==> config.mk <==
export PLATFORM = sky130hd
export DESIGN_NAME = gray_conv_arbiter
export DESIGN_NICKNAME = d
export VERILOG_FILES = /design/src/rtl/gray_arb_pkg.sv /design/src/rtl/bin2gray.sv /design/src/rtl/gray_conv_arbiter.sv
export SDC_FILE = /design/constraint.sdc
export NUM_CORES = 1
export LEC_CHECK = 0
export CAP_MARGIN = 20
export CORE_MARGIN = 2
export CORE_UTILIZATION = 48
export CTS_CLUSTER_DIAMETER = 50
export DETAILED_ROUTE_END_ITERATION = 8
export PLACE_DENSITY = 0.9
export RECOVER_POWER = 50
export SLEW_MARGIN = 20
export SYNTH_ARGS = -nofsm -noshare
export SYNTH_HDL_FRONTEND = slang
export SYNTH_HIERARCHICAL = 1
export SYNTH_SLANG_ARGS = --single-unit
==> constraint.sdc <==
create_clock -name clk -period 6.3 [get_ports clk]
set_input_delay 1.26 -clock clk [delete_from_list [all_inputs] [get_ports clk]]
set_output_delay 1.26 -clock clk [all_outputs]
set_load 0.05 [all_outputs]
==> src/rtl/gray_arb_pkg.sv <==
// Shared definitions for the round-robin binary-to-Gray conversion arbiter.
//   state_t   : FSM state encoding (IDLE, CONV, HOLD)
//   N_REQ_DEF : default number of requesters
//   WIDTH_DEF : default operand / result width
package gray_arb_pkg;

    localparam int unsigned N_REQ_DEF = 4;
    localparam int unsigned WIDTH_DEF = 4;

    typedef enum logic [1:0] {
        IDLE = 2'd0,
        CONV = 2'd1,
        HOLD = 2'd2
    } state_t;

endpackage

==> src/rtl/bin2gray.sv <==
// Combinational binary-to-Gray converter.
//   bin    : binary operand
//   gray_c : Gray-coded result, bin ^ (bin >> 1)
module bin2gray #(
    parameter int unsigned WIDTH = 4
) (
    input  logic [WIDTH-1:0] bin,
    output logic [WIDTH-1:0] gray_c
);

    assign gray_c = bin ^ (bin >> 1);

endmodule

==> src/rtl/gray_conv_arbiter.sv <==
// Round-robin arbiter sharing one binary-to-Gray converter among N_REQ requesters.
//   clk, rst  : rising-edge clock, asynchronous active-high reset
//   req       : per-requester level request, held until granted
//   bin_in    : packed operands, requester i at [i*WIDTH +: WIDTH]
//   gnt       : one-hot combinational grant, only in IDLE
//   gray_out  : registered Gray result
//   gray_id   : registered index of the requester owning gray_out
//   out_valid : result valid, held until out_ready handshake
//   out_ready : consumer acceptance
//   busy      : high whenever the FSM is not IDLE
module gray_conv_arbiter
    import gray_arb_pkg::*;
#(
    parameter int unsigned N_REQ = N_REQ_DEF,
    parameter int unsigned WIDTH = WIDTH_DEF
) (
    input  logic                       clk,
    input  logic                       rst,
    input  logic [N_REQ-1:0]           req,
    input  logic [N_REQ*WIDTH-1:0]     bin_in,
    output logic [N_REQ-1:0]           gnt,
    output logic [WIDTH-1:0]           gray_out,
    output logic [$clog2(N_REQ)-1:0]   gray_id,
    output logic                       out_valid,
    input  logic                       out_ready,
    output logic                       busy
);

    localparam int unsigned ID_W = $clog2(N_REQ);
    localparam int unsigned CW   = ID_W + 1;

    state_t            state, state_d;
    logic [ID_W-1:0]   ptr, ptr_d;
    logic [ID_W-1:0]   id_q, id_d;
    logic [ID_W-1:0]   gray_id_d;
    logic [ID_W-1:0]   win;
    logic [ID_W-1:0]   ptr_nxt;
    logic [WIDTH-1:0]  op_q, op_d;
    logic [WIDTH-1:0]  op_sel;
    logic [WIDTH-1:0]  gray_d;
    logic [WIDTH-1:0]  gray_c;
    logic              out_valid_d;
    logic              found;

    // Round-robin search: first set request at or above ptr, wrapping modulo N_REQ.
    always_comb begin
        logic [CW-1:0] cand;
        found = 1'b0;
        win   = '0;
        cand  = '0;
        for (int unsigned i = 0; i < N_REQ; i++) begin
            cand = {1'b0, ptr} + CW'(i);
            if (cand >= CW'(N_REQ)) begin
                cand = cand - CW'(N_REQ);
            end
            if (!found && req[cand[ID_W-1:0]]) begin
                found = 1'b1;
                win   = cand[ID_W-1:0];
            end
        end
    end

    // Pointer advances just past the winner.
    always_comb begin
        logic [CW-1:0] nxt;
        nxt = {1'b0, win} + CW'(1);
        if (nxt >= CW'(N_REQ)) begin
            nxt = '0;
        end
        ptr_nxt = nxt[ID_W-1:0];
    end

    // Winner's operand mux.
    always_comb begin
        op_sel = '0;
        for (int unsigned i = 0; i < N_REQ; i++) begin
            if (win == ID_W'(i)) begin
                op_sel = bin_in[i*WIDTH +: WIDTH];
            end
        end
    end

    bin2gray #(
        .WIDTH (WIDTH)
    ) u_bin2gray (
        .bin    (op_q),
        .gray_c (gray_c)
    );

    // Next-state and output decode.
    always_comb begin
        state_d     = state;
        ptr_d       = ptr;
        op_d        = op_q;
        id_d        = id_q;
        gray_d      = gray_out;
        gray_id_d   = gray_id;
        out_valid_d = out_valid;
        gnt         = '0;
        busy        = (state != IDLE);

        case (state)
            IDLE: begin
                if (found) begin
                    // Gated so gnt reads zero while reset is held with req set.
                    if (!rst) begin
                        gnt[win] = 1'b1;
                    end
                    state_d = CONV;
                    ptr_d   = ptr_nxt;
                    op_d    = op_sel;
                    id_d    = win;
                end
            end
            CONV: begin
                gray_d      = gray_c;
                gray_id_d   = id_q;
                out_valid_d = 1'b1;
                state_d     = HOLD;
            end
            HOLD: begin
                if (out_ready) begin
                    out_valid_d = 1'b0;
                    state_d     = IDLE;
                end
            end
            default: begin
                state_d = IDLE;
            end
        endcase
    end

    // State and datapath registers.
    always_ff @(posedge clk or posedge rst) begin
        if (rst) begin
            state     <= IDLE;
            ptr       <= '0;
            op_q      <= '0;
            id_q      <= '0;
            gray_out  <= '0;
            gray_id   <= '0;
            out_valid <= 1'b0;
        end else begin
            state     <= state_d;
            ptr       <= ptr_d;
            op_q      <= op_d;
            id_q      <= id_d;
            gray_out  <= gray_d;
            gray_id   <= gray_id_d;
            out_valid <= out_valid_d;
        end
    end

endmodule
**Word-level counts from Yosys, hierarchy flattened**

Cells that the tools add are included.

- Bits in registers: 17
- Input port bits: 23
- Output and inout bits: 12
- Word-level logic and storage cells: 83

- Add/sub/neg operators: 8
- $lt $le $gt $ge: 11
- Equality and inequality tests: 7
- Muxes and demuxes: 35
- Bitwise logic cells: 1
- Reductions and logical operators: 14

Operator list:

| cell | count |
|---|---|
| $mux 4 | 7 |
| $mux 2 | 11 |
| $lt 2x3->1 const B | 5 |
| $ge 3x3->1 const B | 4 |
| $mux 1 | 10 |
| $bmux 1 s2 | 4 |
| $sub 2x1->2 const B | 4 |
| $add 2x1->3 const B | 2 |
| $add 2x2->3 const B | 2 |
| $eq 2x2->1 const B | 3 |
| $pmux 2 s3 | 1 |
| $reduce_and 2->1 | 3 |
| $eq 2x1->1 const B | 2 |
| $logic_and 1x1->1 | 4 |
| $logic_not 2->1 | 2 |
| $ne 2x2->1 const B | 2 |
| $reduce_bool 2->1 | 2 |
| $xor 4x3->4 | 1 |
| $ge 2x3->1 const B | 1 |
| $logic_not 1->1 | 3 |
| $demux 1 s2 | 1 |
| $ge 2x1->1 const B | 1 |
| $pmux 1 s2 | 1 |

**Logic depth before layout (Yosys ltp)**

Gate-level depths: netlist (run 1).

- Depth in word-level cells: 21
- Depth in mapped cells: 8
- Mapped depth without buffers: 7

**Cells and area by module**

Netlist (run 1), hierarchy kept.

Modules (own cells, without submodules):

| module | times used | cells an instance | area an instance (um^2) | sequential area each (um^2) |
|---|---|---|---|---|
| gray_conv_arbiter | 1 | 101 | 1,014.7 | 425.4 |
| bin2gray | 1 | 4 | 33.8 | 0.0 |

**Worst setup path before layout (run 1)**

No wires, ideal clock.

- Path kind: input-to-output
- Start point: input req[2]
- End point: output gnt[2]
- Arrival: 2.634 ns
- Setup slack: 2.406 ns
- Stages: 6
- Path buffers: 1
- Path through: mux2i_1 -> nor2_1 -> or4_1 -> ha_1 -> buf_1 -> and3_2

- Longest elaborated chain between the ends: 19

Ends and longest elaborated chain:

| what | line | text |
|---|---|---|
| from (decl) | gray_conv_arbiter.sv:19 | `input logic [N_REQ-1:0] req,` |
| $bmux 1 s2 | gray_conv_arbiter.sv:56 | `if (!found && req[cand[ID_W-1:0]]) begin` |
| $mux 1 (not written as such) | gray_conv_arbiter.sv:56 |  |
| $mux 1 | gray_conv_arbiter.sv:56 |  |
| $logic_not 1->1 | gray_conv_arbiter.sv:56 |  |
| $logic_and 1x1->1 | gray_conv_arbiter.sv:56 |  |
| $mux 1 | gray_conv_arbiter.sv:56 |  |
| $logic_not 1->1 | gray_conv_arbiter.sv:56 |  |
| $logic_and 1x1->1 | gray_conv_arbiter.sv:56 |  |
| [... 3 more ...] | -- |  |
| $mux 2 | gray_conv_arbiter.sv:56 |  |
| $lt 2x3->1 (not written as such) / $ge 2x1->1 (equally long branches) | gray_conv_arbiter.sv:107 | `gnt[win] = 1'b1;` |
| $logic_and 1x1->1 (not written as such) | gray_conv_arbiter.sv:107 |  |
| $mux 1 (not written as such) | gray_conv_arbiter.sv:107 |  |
| $demux 1 s2 | gray_conv_arbiter.sv:107 |  |
| $mux 4 | gray_conv_arbiter.sv:106 | `if (!rst) begin` |
| $mux 4 (*) | gray_conv_arbiter.sv:104 | `if (found) begin` |
| $mux 4 (*) | gray_conv_arbiter.sv:102 | `case (state)` |
| to (decl) | gray_conv_arbiter.sv:21 | `output logic [N_REQ-1:0] gnt,` |

Mark *: on every way between the ends. The rest lies on a longest branch, timed or not. The select of a mux whose other input is x is not followed.

**Final worst setup path (run 1)**

- Start point: input req[0]
- End point: output gnt[1]

Same word-level chain as after synthesis.

==> impl_results.md, run 1 <==
- Outcome: completed
- Global-route wire length before repair: 3970 um
- Ant. Diodes: 0
- # port buffers: 34
- Max capacitance violation total: 0
- Number of global-route vias before repair: 955
- Post-detail-place hpwl: 1870 um
- Summed instance area of the synthesized netlist: 1050 sq um
- Synth Warn #: 6
- CTS tree: done
- Root cell of the clock tree: sky130_fd_sc_hd__clkbuf_4
- Post-synthesis instance total: 105
- DRT iter0 DRCs: 10
- Required arrival time at the worst endpoint: 5.04 ns
- Grt peak-use layer: met2
- Maximum net fanout on the critical path: 9
- Final sum of negative setup slack: 0 ns
- Critical path type: input pin to primary output
- Number of nets still failing antenna checks after routing: 0
- I/O pin count: 35
- Sequential share of the synthesized area: 0.406
- Count of hold buffers inserted by post-cts repair: 0
- Peak supply drop: 0.000301 V
- Number of detailed-route iterations in the first pass: 4
- P&R area growth vs syn: 35.1%
- Total placed instance area: 1390 sq um
- Number of clock sinks: 17
- Hold slack: 0.520 ns
- Row count: 16
- Number of buffers inserted during clock tree synthesis: 3
- Distinct cell type count after synthesis: 33
- Crit path launch type: input pin
- Post-route cell area: 1420 sq um
- Leakage: 0.591 nW
- Final net count: 166
- Final hold violation count: 0
- Fin worst setup slack: 1.10 ns
- Worst-margin pin slew: 1.05 ns
- Path category of the worst min-delay check: register to register
- Overall fraction of global-route tracks in use: 0.203
- Power Density: 505 nW/um^2
- Number of instances in the placed design: 161
- Clock insertion delay at the later pin of the skew report: 0.28 ns
- Met2 GRT Util: 0.377
- Total power of the final layout: 0.715 mW
- Met1 track utilization from global routing: 0.231
- Endpoint arrival time on the critical path: 3.94 ns
- Final slew viol count: 0
- Setup repair after global routing missed its margin: false
- Count of cells resized by post-cts repair: 0
- Htree depth: 1
- Cell Count, Final, Fillers Out: 165
- Initial antenna violation count: 0
- Remaining global-route overflow: 0
- Standard cell core area: 2000 sq um
- Y dimension of the die: 50.7 um
- Pin count of the biggest net entering global routing: 22
- Die span in x: 50.7 um
- Synthesized net count: 132
- Final critical path time including I/O delays and setup: 5.20 ns
- Average routed wire per standard cell: 13.9 um
- DRC viols: 0
- Fraction of met3 tracks used by global routing: 0.0357
- Post-Place Worst Slack: 1.14 ns
- Count of endpoints failing setup in the final report: 0
- Avg Cell Area, Syn: 9.99 sq um
- Flip-flop and latch count after synthesis: 17
- Core occupancy in the finished layout: 0.708
- Relative slew slack: 0.298
- Final WL: 2290 um
- Setup skew after layout: 0.000607 ns
- Commonest non-fill, non-tap cell in the layout: sky130_fd_sc_hd__clkdlybuf4s50_1
- Top library cells by usage in the layout, fill and taps aside: 33 x sky130_fd_sc_hd__clkdlybuf4s50_1, 17 x sky130_fd_sc_hd__dfrtp_1, 13 x sky130_fd_sc_hd__a21oi_1, 8 x sky130_fd_sc_hd__inv_1, 7 x sky130_fd_sc_hd__mux2_2
- Clock Path Buffers: 2
- Clock Pin Slew Worst Setup and Hold Paths: 0.09 ns
- Die footprint: 2570 sq um
- Fill cell total of the finished layout: 163
- Vias per Instance: 5.58
- Final weighted congestion of routability-driven global placement: 0.820
- Effective utilization at floorplan: 0.524
- # Post-CTS Setup Buffers: 0
- Routed vias: 920
- Timing-limited maximum frequency: 192 MHz
- Fraction of final layout cells with drive strength greater than 1: 0.159
- Period utilization: 0.825
- Type of element capturing the critical path: primary output
flip-flops by register name, indices dropped and copies added, names as in the netlist:
| register | flops |
|---|---|
| id_q | 2 |
| state | 2 |
| ptr | 2 |
| gray_out | 4 |
| op_q | 4 |
| gray_id | 2 |
| out_valid | 1 |
where the power goes:
part | internal (mW) | leakage [nW] | switching (mW) | total (mW)
clock network | 0.0246 | 0.0150 | 0.0316 | 0.0561
registers | 0.167 | 0.201 | 0.0479 | 0.215
logic | 0.192 | 0.376 | 0.252 | 0.444
cells in the mapped netlist:
| cell | instances | area share |
|---|---|---|
| sky130_fd_sc_hd__nor2_2 | 1 | 0.0060 |
| sky130_fd_sc_hd__nand3b_1 | 4 | 0.029 |
| sky130_fd_sc_hd__or4_1 | 2 | 0.014 |
| sky130_fd_sc_hd__a21boi_2 | 1 | 0.011 |
| sky130_fd_sc_hd__a221o_1 | 4 | 0.038 |
| sky130_fd_sc_hd__nand2b_1 | 2 | 0.012 |
| sky130_fd_sc_hd__a21o_2 | 1 | 0.0084 |
| sky130_fd_sc_hd__a31o_1 | 1 | 0.0084 |
| sky130_fd_sc_hd__inv_1 | 8 | 0.029 |
| sky130_fd_sc_hd__dfrtp_1 | 17 | 0.41 |
| sky130_fd_sc_hd__buf_1 | 2 | 0.0072 |
| sky130_fd_sc_hd__a31oi_1 | 5 | 0.030 |
| sky130_fd_sc_hd__buf_6 | 1 | 0.011 |
| sky130_fd_sc_hd__nor4_1 | 1 | 0.0060 |
| sky130_fd_sc_hd__a311oi_1 | 1 | 0.0084 |
| sky130_fd_sc_hd__nor2_4 | 1 | 0.011 |
| sky130_fd_sc_hd__nor2b_1 | 2 | 0.012 |
| sky130_fd_sc_hd__ha_1 | 4 | 0.048 |
| sky130_fd_sc_hd__nor2_1 | 2 | 0.0072 |
| sky130_fd_sc_hd__buf_2 | 2 | 0.0095 |
| sky130_fd_sc_hd__a21oi_1 | 13 | 0.062 |
| sky130_fd_sc_hd__mux2i_1 | 1 | 0.0095 |
| sky130_fd_sc_hd__nand2_1 | 6 | 0.021 |
| sky130_fd_sc_hd__buf_4 | 1 | 0.0072 |
| sky130_fd_sc_hd__o21ba_2 | 1 | 0.0095 |
| sky130_fd_sc_hd__o41ai_1 | 1 | 0.0084 |
| sky130_fd_sc_hd__mux2_2 | 7 | 0.075 |
| sky130_fd_sc_hd__and3_2 | 4 | 0.029 |
| sky130_fd_sc_hd__xor2_1 | 3 | 0.025 |
| sky130_fd_sc_hd__nor3b_1 | 2 | 0.014 |
| sky130_fd_sc_hd__nor4_2 | 1 | 0.012 |
| sky130_fd_sc_hd__o21ai_0 | 1 | 0.0048 |
| sky130_fd_sc_hd__or2_2 | 2 | 0.012 |
kinds of logic (layout without fill, tap and decap cells):
logic type	after synthesis	count (layout)	synth area share
simple gates	30	30	0.185
compound gates	29	29	0.189
flops	17	17	0.406
buf+inv	14	47	0.0633
mux	8	8	0.0847
fa+ha+maj	4	4	0.0477
xor+xnor	3	3	0.0251
routing by layer:
layer	part of all wire	wire length (um)
met5	0	0
met4	0.0035	8
met3	0.060	137
met2	0.52	1190
met1	0.42	960
worst max-delay path: stages:
cell,delay (ns)
sky130_fd_sc_hd__clkdlybuf4s50_1,0.56
sky130_fd_sc_hd__nand2_1,0.14
sky130_fd_sc_hd__a311oi_1,0.45
sky130_fd_sc_hd__or2_2,0.21
sky130_fd_sc_hd__ha_1,0.29
sky130_fd_sc_hd__and3_2,0.23
sky130_fd_sc_hd__clkdlybuf4s50_1,0.80
path summary, 6_finish.rpt:
path | start | end | slack [ns] | cells past startpoint
min in group asynchronous | rst | gray_id[1] | 1.74 | 3
hold / removal | gray_id[1] | gray_id[1] | 0.52 | 1
max in group asynchronous | rst | op_q[2] | 3.93 | 3
hold reg to reg | gray_id[1] | gray_id[1] | 0.52 | 1
setup reg to reg | ptr[1] | op_q[2] | 4.03 | 6
setup / recovery | req[0] | gnt[1] | 1.10 | 7
area by class of cell:
cell class | instances | area (sq um) | share of cell area
multi-input cells | 74 | 557 | 0.393
flip-flops and latches | 17 | 425 | 0.300
repair buffers | 35 | 344 | 0.243
well taps | 27 | 33.8 | 0.0239
inverters | 8 | 30.0 | 0.0212
clock buffers | 4 | 26.3 | 0.0186
Note: power is estimated with default switching activity, not from simulation.
==> inputs of run 2 (changes only) <==
Settings changed: CORE_UTILIZATION 48 to 40, PLACE_DENSITY 0.9 to 0.81.
Clock period 6.3 ns to 4.5 ns, I/O delays scaled along.
==> impl_results.md, run 2 (synthesis results as in run 1) <==
- Outcome: completed
- Routed vias: 964 (+4.8%)
- Count of cells resized by post-cts repair: 0 (unchanged)
- Switching Fraction: 0.470 (+0.00603)
- Die footprint: 3050 sq um (+18%)
- Clock Pin Slew Worst Setup and Hold Paths: 0.10 ns (about the same)
- Number of nets still failing antenna checks after routing: 0 (unchanged)
- # Post-CTS Setup Buffers: 0 (unchanged)
- Required arrival time at the worst endpoint: 3.60 ns (-1.44 ns)
- Post-detail-place hpwl: 2060 um (+10%)
- Fraction of final layout cells with drive strength greater than 1: 0.206 (+0.0463)
- Crit path launch type: input pin
- Fill cell total of the finished layout: 233 (+43%)
- Path category of the worst min-delay check: register to register
- Count of endpoints failing setup in the final report: 0 (unchanged)
- Power Density: 716 nW/um^2 (+42%)
- Final slew viol count: 0 (unchanged)
- P&R area growth vs syn: 37.0%
- Part of the power in the clock network: 0.081 (+0.003)
- Ant. Diodes: 0 (unchanged)
- Final sum of negative setup slack: 0 ns (unchanged)
- Total area of sequential cells: 425 sq um (unchanged)
- # port buffers: 34 (unchanged)
- Final hold violation count: 0 (unchanged)
- Leakage: 0.615 nW (+4.1%)
- Vias per Instance: 5.64 (+1.1%)
- Timing-limited maximum frequency: 231 MHz
- Row count: 18 (+2)
- Die span in x: 55.2 um (+8.8%)
- Type of element capturing the critical path: primary output
- Endpoint arrival time on the critical path: 3.42 ns (-0.52 ns)
- Worst-margin pin slew: 0.952 ns (-0.101 ns)
- Path depth of the worst reg2reg path: 6 (unchanged)
- I/O pin count: 35 (unchanged)
- Number of clock sinks: 17 (unchanged)
- Count of hold buffers inserted by post-cts repair: 0 (unchanged)
- Sequential group share of total power: 0.294 (-0.007)
- Number of buffers inserted during clock tree synthesis: 3 (unchanged)
- Final weighted congestion of routability-driven global placement: 0.792 (-3.4%)
- Cell Count, Final, Fillers Out: 171 (+3.6%)
- Remaining global-route overflow: 0 (unchanged)
- Relative slew slack: 0.365 (+0.0674)
- Peak supply drop: 0.000475 V (+58%)
- Combinational cell fraction of total power: 0.624 (+0.003)
- Standard cell core area: 2480 sq um (+24%)
- Final critical path time including I/O delays and setup: 4.32 ns
- Y dimension of the die: 55.2 um (+8.8%)
- DRC viols: 0 (unchanged)
- Number of global-route vias before repair: 942 (-1.4%)
- Setup repair after global routing missed its margin: false
- Initial antenna violation count: 0 (unchanged)
- Max capacitance violation total: 0 (unchanged)
- Htree depth: 1 (unchanged)
- Number of detailed-route iterations in the first pass: 4 (unchanged)
- Global-route wire length before repair: 4290 um (+8.0%)
- Worst hold path depth: 1 (unchanged)
- Commonest non-fill, non-tap cell in the layout: sky130_fd_sc_hd__clkdlybuf4s50_1
- DRT iter0 DRCs: 21 (+11)
- Final WL: 2590 um (+13%)
- CTS tree: done
- Registers with the highest flip-flop counts: gray_out x4, op_q x4
- Pin count of the biggest net entering global routing: 21 (-4.5%)
- Cell internal pwr: 0.545 mW (+42%)
- Top library cells by usage in the layout, fill and taps aside: 29 x sky130_fd_sc_hd__clkdlybuf4s50_1, 17 x sky130_fd_sc_hd__dfrtp_1, 13 x sky130_fd_sc_hd__a21oi_1, 8 x sky130_fd_sc_hd__inv_1, 7 x sky130_fd_sc_hd__mux2_2
- Area of combinational cells with multiple inputs: 557 sq um (unchanged)
- Effective utilization at floorplan: 0.423 (-0.101)
- Root cell of the clock tree: sky130_fd_sc_hd__clkbuf_4
- Number of instances in the placed design: 167 (+3.7%)
- Average routed wire per standard cell: 15.1 um (+8.7%)
- Final net count: 169 (+1.8%)
- Period utilization: 0.961
- Overall fraction of global-route tracks in use: 0.177 (-0.0260)
- Post-route cell area: 1440 sq um (+1.4%)
- Maximum net fanout on the critical path: 5 (-4)
- Clock insertion delay at the later pin of the skew report: 0.30 ns (+0.02 ns)
- Clock Path Buffers: 2 (unchanged)
- Hold slack: 0.514 ns (-0.00592 ns)
- Critical path type: input pin to primary output
- Setup skew after layout: 0.00138 ns (+0.000778 ns)
- Total placed instance area: 1410 sq um (+1.3%)
- Net switching component of the power: 0.483 mW (+46%)
## run 2: cell count changes in the layout (fill, tap and decap cells not counted)
cell	previous run	this run
sky130_fd_sc_hd__dlygate4sd3_1	1	2
sky130_fd_sc_hd__clkinv_2	0	1
sky130_fd_sc_hd__clkdlybuf4s50_1	33	29
sky130_fd_sc_hd__clkbuf_1	2	1
sky130_fd_sc_hd__buf_4	0	6
## run 2: through the flow
stage               utilization  total power, mW  worst slack [ns]
floorplan                     -            0.767              1.33
global placement          0.570            0.919             0.251
detailed placement        0.570            0.946             0.185
CTS                       0.581             1.03             0.190
global route              0.580             1.10            0.0904
finish                    0.580             1.03             0.177
## run 2: cell type report
| cell class | count | share of cell area |
|---|---|---|
| Timing Repair Buffer | 38 | 0.250 |
| Clock buffer | 3 | 0.0157 |
| Inverter | 8 | 0.0209 |
| Tap cell | 30 | 0.0261 |
| Multi-Input combinational cell | 74 | 0.388 |
| Sequential cell | 17 | 0.296 |
| Clock inverter | 1 | 0.00348 |
## run 2: routing by layer
layer	vias up	share of wire	GRT usage
li1	450	-	-
met1	477	0.44	0.208
met2	30	0.50	0.310
met3	7	0.032	0.0304
met4	0	0.023	0.0836
met5	-	0	0
## run 2: worst max-delay path, stage by stage
cell	delay, ns
sky130_fd_sc_hd__clkdlybuf4s50_1	0.56
sky130_fd_sc_hd__nand2b_1	0.16
sky130_fd_sc_hd__a21oi_1	0.08
sky130_fd_sc_hd__or4_1	0.57
sky130_fd_sc_hd__ha_1	0.28
sky130_fd_sc_hd__and3_2	0.19
sky130_fd_sc_hd__clkdlybuf4s50_1	0.69
## run 2: power groups by stage
stage | logic, mW | registers (mW) | clock network [mW]
6_report | 0.642 | 0.302 | 0.0837
5_1_grt | 0.689 | 0.313 | 0.0947
4_1_cts | 0.643 | 0.303 | 0.0853
3_5_place_dp | 0.640 | 0.306 | 0
3_3_place_gp | 0.621 | 0.298 | 0
2_1_floorplan | 0.365 | 0.402 | 0
## run 2: final timing paths
| kind | from | slack, ns | end |
|---|---|---|---|
| worst max register to register | ptr[1] | 2.20 | op_q[2] |
| max in group asynchronous | rst | 2.54 | gray_id[0] |
| min in group asynchronous | rst | 1.39 | op_q[2] |
| worst min-delay path | gray_out[3] | 0.51 | gray_out[3] |
| worst min register to register | gray_out[3] | 0.51 | gray_out[3] |
| worst max-delay path | req[1] | 0.18 | gnt[0] |
